`src/rtl/rx_iq_byte_packer.sv`:
```
// rx_iq_byte_packer: FIFO-buffered serializer turning 24-bit I/Q pairs into 6-byte frames.
// Define RX_IQ_OVF_COUNT_EN to add the saturating 16-bit dropped-pair counter ovf_count.
module rx_iq_byte_packer #(
  parameter int DEPTH_LOG2 = 4
) (
  input  logic                clock,
  input  logic                reset_n,
  input  logic                in_strobe,
  input  logic [23:0]         in_I,
  input  logic [23:0]         in_Q,
  input  logic                byte_ready,
  output logic                byte_valid,
  output logic [7:0]          byte_data,
  output logic                byte_last,
  output logic [DEPTH_LOG2:0] fill_level,
  output logic                overflow,
`ifdef RX_IQ_OVF_COUNT_EN
  output logic [15:0]         ovf_count,
`endif
  input  logic                clear_overflow
);

  localparam int                  DEPTH      = 2 ** DEPTH_LOG2;
  localparam logic [DEPTH_LOG2:0] FULL_LEVEL = (DEPTH_LOG2 + 1)'(DEPTH);

  typedef enum logic [1:0] {IDLE, LOAD, SEND} state_t;

  state_t                r_state;
  state_t                w_next_state;
  logic [47:0]           r_mem [DEPTH];
  logic [DEPTH_LOG2-1:0] r_wr_ptr;
  logic [DEPTH_LOG2-1:0] r_rd_ptr;
  logic [DEPTH_LOG2:0]   r_count;
  logic [47:0]           r_shift;
  logic [2:0]            r_byte_idx;
  logic                  r_overflow;

  logic w_full;
  logic w_empty;
  logic w_push;
  logic w_drop;
  logic w_pop;
  logic w_xfer;

  assign w_full  = (r_count == FULL_LEVEL);
  assign w_empty = (r_count == '0);
  // A full FIFO drops the pair even if a pop frees a slot on the same edge.
  assign w_push  = in_strobe && !w_full;
  assign w_drop  = in_strobe && w_full;
  assign w_xfer  = byte_valid && byte_ready;

  // NOTE: every output of this block gets a default first so no latch is inferred.
  always_comb begin
    w_next_state = r_state;
    byte_valid   = 1'b0;
    byte_last    = 1'b0;
    w_pop        = 1'b0;
    case (r_state)
      IDLE: if (!w_empty) w_next_state = LOAD;
      LOAD: begin
        w_pop        = !w_empty;
        w_next_state = w_empty ? IDLE : SEND;
      end
      SEND: begin
        byte_valid = 1'b1;
        byte_last  = (r_byte_idx == 3'd5);
        if (byte_ready && byte_last) w_next_state = w_empty ? IDLE : LOAD;
      end
      default: w_next_state = IDLE;
    endcase
  end

  assign byte_data  = byte_valid ? r_shift[47:40] : 8'h00;
  assign fill_level = r_count;
  assign overflow   = r_overflow;

  // NOTE: sequential state uses non-blocking assignments so all registers update together.
  always_ff @(posedge clock or negedge reset_n) begin
    if (!reset_n) begin
      r_state    <= IDLE;
      r_wr_ptr   <= '0;
      r_rd_ptr   <= '0;
      r_count    <= '0;
      r_shift    <= '0;
      r_byte_idx <= '0;
      r_overflow <= 1'b0;
    end else begin
      r_state <= w_next_state;
      if (w_push) r_wr_ptr <= r_wr_ptr + 1'b1;
      if (w_pop)  r_rd_ptr <= r_rd_ptr + 1'b1;
      case ({w_push, w_pop})
        2'b10:   r_count <= r_count + 1'b1;
        2'b01:   r_count <= r_count - 1'b1;
        default: r_count <= r_count;
      endcase
      if (w_pop) begin
        r_shift    <= r_mem[r_rd_ptr];
        r_byte_idx <= '0;
      end else if (w_xfer) begin
        r_shift    <= {r_shift[39:0], 8'h00};
        r_byte_idx <= r_byte_idx + 1'b1;
      end
      if (w_drop)              r_overflow <= 1'b1;
      else if (clear_overflow) r_overflow <= 1'b0;
    end
  end

  // NOTE: storage has no reset; occupancy and pointers alone decide what is valid.
  always_ff @(posedge clock) begin
    if (w_push) r_mem[r_wr_ptr] <= {in_I, in_Q};
  end

`ifdef RX_IQ_OVF_COUNT_EN
  logic [15:0] r_ovf_count;

  always_ff @(posedge clock or negedge reset_n) begin
    if (!reset_n) begin
      r_ovf_count <= '0;
    end else if (clear_overflow) begin
      r_ovf_count <= w_drop ? 16'd1 : 16'd0;
    end else if (w_drop && (r_ovf_count != 16'hFFFF)) begin
      r_ovf_count <= r_ovf_count + 1'b1;
    end
  end

  assign ovf_count = r_ovf_count;
`endif

endmodule
```
`config.mk`:
```
export PLATFORM = sky130hd
export DESIGN_NAME = rx_iq_byte_packer
export DESIGN_NICKNAME = d
export VERILOG_FILES = /design/src/rtl/rx_iq_byte_packer.sv
export SDC_FILE = /design/constraint.sdc
export NUM_CORES = 1
export LEC_CHECK = 0
export ABC_CLOCK_PERIOD_IN_PS = 12400
export CORE_MARGIN = 2
export CORE_UTILIZATION = 50
export DETAILED_ROUTE_END_ITERATION = 7
export GPL_TIMING_DRIVEN = 0
export PLACE_DENSITY = 0.66
export SLEW_MARGIN = 20
export SYNTH_ARGS = -nofsm -noshare
export SYNTH_HDL_FRONTEND = slang
export SYNTH_SLANG_ARGS = --single-unit
```
`constraint.sdc`:
```
create_clock -name clock -period 12.4 [get_ports clock]
set_input_delay 1.86 -clock clock [delete_from_list [all_inputs] [get_ports clock]]
set_output_delay 1.86 -clock clock [all_outputs]
set_load 0.005 [all_outputs]
```
==> metrics.csv <==
metric;value;unit
Max Slew Vio Count;0;
setup_tns;0;ps
Final Util;59.2;%
First DRT Iteration DRCs;1629;
Int Power;0.00602;W
Post-CTS Hold Buffers;0;
worst-path fanout max;10;
part of the Yosys area used for sequential elements;77.0;%
Core Region;63300;µm²
Gates resized, CTS repair;0;
placed wire-length estimate;46600;µm
most instantiated library cell after synthesis;edfxtp_1;
fin crit share;39.9;%
cell count after synthesis;1468;
largest family of logic cells by synthesized area;multiplexers;
LEAKAGE;12.2;nW
Top FF cell, synth;edfxtp_1;
Final Skew;29.3;ps
post-route ant nets;0;
RSZ-0062 raised after global routing;false;
switch share;30.4;%
Die W;258;µm
Clock power frac;29.0;%
critical path type;flip-flop to output port;
Worst-path clk slew;60;ps
Layout area overhead;16.7;%
Post-Synth Adder-Cell Area;0.428;%
root buffer cell;clkbuf_16;
Vias/cell;6.04;
GRT Total Usage;21.5;%
placed inst area;34800;µm²
Slew @ Worst Pin;1140;ps
Starting Density;50.8;%
drt total wl;69900;µm
area fraction in compound gates after synthesis;4.07;%
post-synthesis cell area;32100;µm²
post-route insts no fill;2592;
wire length per cell;27.0;µm
Synth Area in Simple Gates;1.81;%
Setup crit start kind;flip-flop;
post-synth top area cell;edfxtp_1;
Worst Path Required;10540;ps
Combinational Power Share;29.4;%
Post-CTS Setup Inserts;0;
PortBufs;68;
status;completed;
H-tree levels;3;
Max-Cap Viols;0;
initial antenna violation count;3;
Hold Fails Final Rpt;0;
YS warnings;0;
fraction of layout instances using a drive strength above 1;25.4;%
design area;37500;µm²
largest net degree at the start of global routing;39;
Yosys cell types;41;
total die area;66300;µm²
Worst setup EP type;output port;
Top Ports;69;
Avg Inst Size Synth;21.9;µm²
vias in the first global route;15900;
row cnt;92;
fmax;202;MHz
Worst VDD drop;140;µV
Power Dens Cells;231;nW/µm²
Post-Syn Nets;1532;
CTS Buf Count;85;
post-synthesis xor/xnor area fraction;0.327;%
Area contributors post-synth;edfxtp_1 72%, mux4_2 13%, dfrtp_1 5.2%, mux2i_1 1.5%, a211oi_1 0.96%;
Cell Count Post-Placement;2436;
first-pass GRT wire length;104000;µm
GP Congestion;0.819;
CTS sink cnt;835;
Rel. slew slack;24.3;%
NetSw;0.00263;W
crit path time final;4950;ps
#FFs+latches synth;835;
Die Y;258;µm
nets@finish;1741;
min-delay worst type;flip-flop to flip-flop;
vias;15600;
Post-synth top cells;768 x edfxtp_1, 192 x mux4_2, 67 x dfrtp_1;
mux share of post-synthesis cell area;15.0;%
sequential power share;41.6;%
Max clock buf depth;3;
CTS tree;done;
clk_lat worst skew;640;ps
FILL cells;4575;
CP Data Arrival Time;3090;ps
DRC viols;0;
Setup violations, final;0;
drt first pass iters;7;
share of the synthesized area in the top cell type;71.8;%
Post-synth ARST share;8.02;%
EDFF count, synth;768;
GRT overflow;0;
WHS;461;ps
-- power by group through the flow --
stage,Combinational (W),Clock (W),Sequential [W]
2_1_floorplan,0.00169,0,0.00360
3_3_place_gp,0.00243,0,0.00368
4_1_cts,0.00258,0.00255,0.00359
3_5_place_dp,0.00257,0,0.00365
5_1_grt,0.00273,0.00266,0.00362
6_report,0.00254,0.00251,0.00360
-- per-stage QoR --
step	power, W	setup WS (ps)
floorplan	0.00529	6210
global placement	0.00611	1950
detailed placement	0.00621	7590
CTS	0.00873	7440
global route	0.00901	7320
finish	0.00865	7450
-- kinds of logic after synthesis --
kind of cell / count (synthesis)
compound gates: 162
xor+xnor: 12
fa+ha+maj: 11
buf+inv: 103
flops: 835
mux: 242
simple gates: 103
-- critical path, cell delays in order, from the launching register on --
cell	delay, ps
dfrtp_1	390
nor2b_1	110
clkbuf_1	440
clkbuf_1	370
clkbuf_1	440
and2_1	200
clkdlybuf4s50_1	500
-- worst paths after layout --
path | start | to | slack (ps) | depth (start not counted)
setup / recovery | r_state[0]$_DFFE_PN0P_ | byte_data[0] | 7450 | 6
hold / removal | r_state[0]$_DFFE_PN0P_ | r_state[0]$_DFFE_PN0P_ | 460 | 1
setup reg to reg | fill_level[2]$_DFFE_PN0P_ | fill_level[4]$_DFFE_PN0P_ | 8670 | 13
hold reg to reg | r_state[0]$_DFFE_PN0P_ | r_state[0]$_DFFE_PN0P_ | 460 | 1
max in group asynchronous | reset_n | r_shift[16]$_DFFE_PN0P_ | 10620 | 2
min in group asynchronous | reset_n | r_wr_ptr[2]$_DFFE_PN0P_ | 1170 | 1
-- cells in the final DEF (no fill, tap or decap), types with 20 or more instances in the layout --
master / synthesis / final
edfxtp_1: 768 / 768
mux4_2: 192 / 192
clkbuf_16: 0 / 86
clkbuf_1: 61 / 76
dfrtp_1: 67 / 67
clkdlybuf4s50_1: 0 / 67
o22ai_1: 49 / 49
mux2i_1: 48 / 48
and3_1: 41 / 41
a211oi_1: 41 / 41
buf_2: 29 / 29
a221oi_1: 28 / 28
buf_4: 0 / 26
buf_12: 0 / 24
a221oi_2: 20 / 20
-- area by class of cell --
type | count | area [µm²] | area share [%]
well taps | 846 | 1060 | 2.82
plain buffers | 96 | 419 | 1.12
inverters | 7 | 26.3 | 0.0701
diodes | 2 | 5.00 | 0.0133
clock buffers | 102 | 2220 | 5.92
multi-input cells | 530 | 7070 | 18.8
repair buffers | 122 | 1450 | 3.87
flip-flops and latches | 835 | 24700 | 66.0
clock inverters | 52 | 518 | 1.38
-- metal layers --
metal | part of all wire (%) | up-vias | routed length [µm] | GRT usage (%)
met1 | 42 | 8330 | 29400 | 30.7
met4 | 2.1 | 2 | 1450 | 6.39
met3 | 7.0 | 100 | 4930 | 4.22
met5 | 0.019 | - | 13 | 0
li1 | - | 6670 | - | -
met2 | 49 | 543 | 34200 | 34.2
-- sequential cells by signal, summed over array words and instances, names as in the netlist --
| signal | count |
|---|---|
| fill_level | 5 |
| overflow | 1 |
| r_byte_idx | 3 |
| r_mem | 768 |
| r_rd_ptr | 4 |
| r_shift | 48 |
| r_state | 2 |
| r_wr_ptr | 4 |
Note: power is estimated with default switching activity, not from simulation.
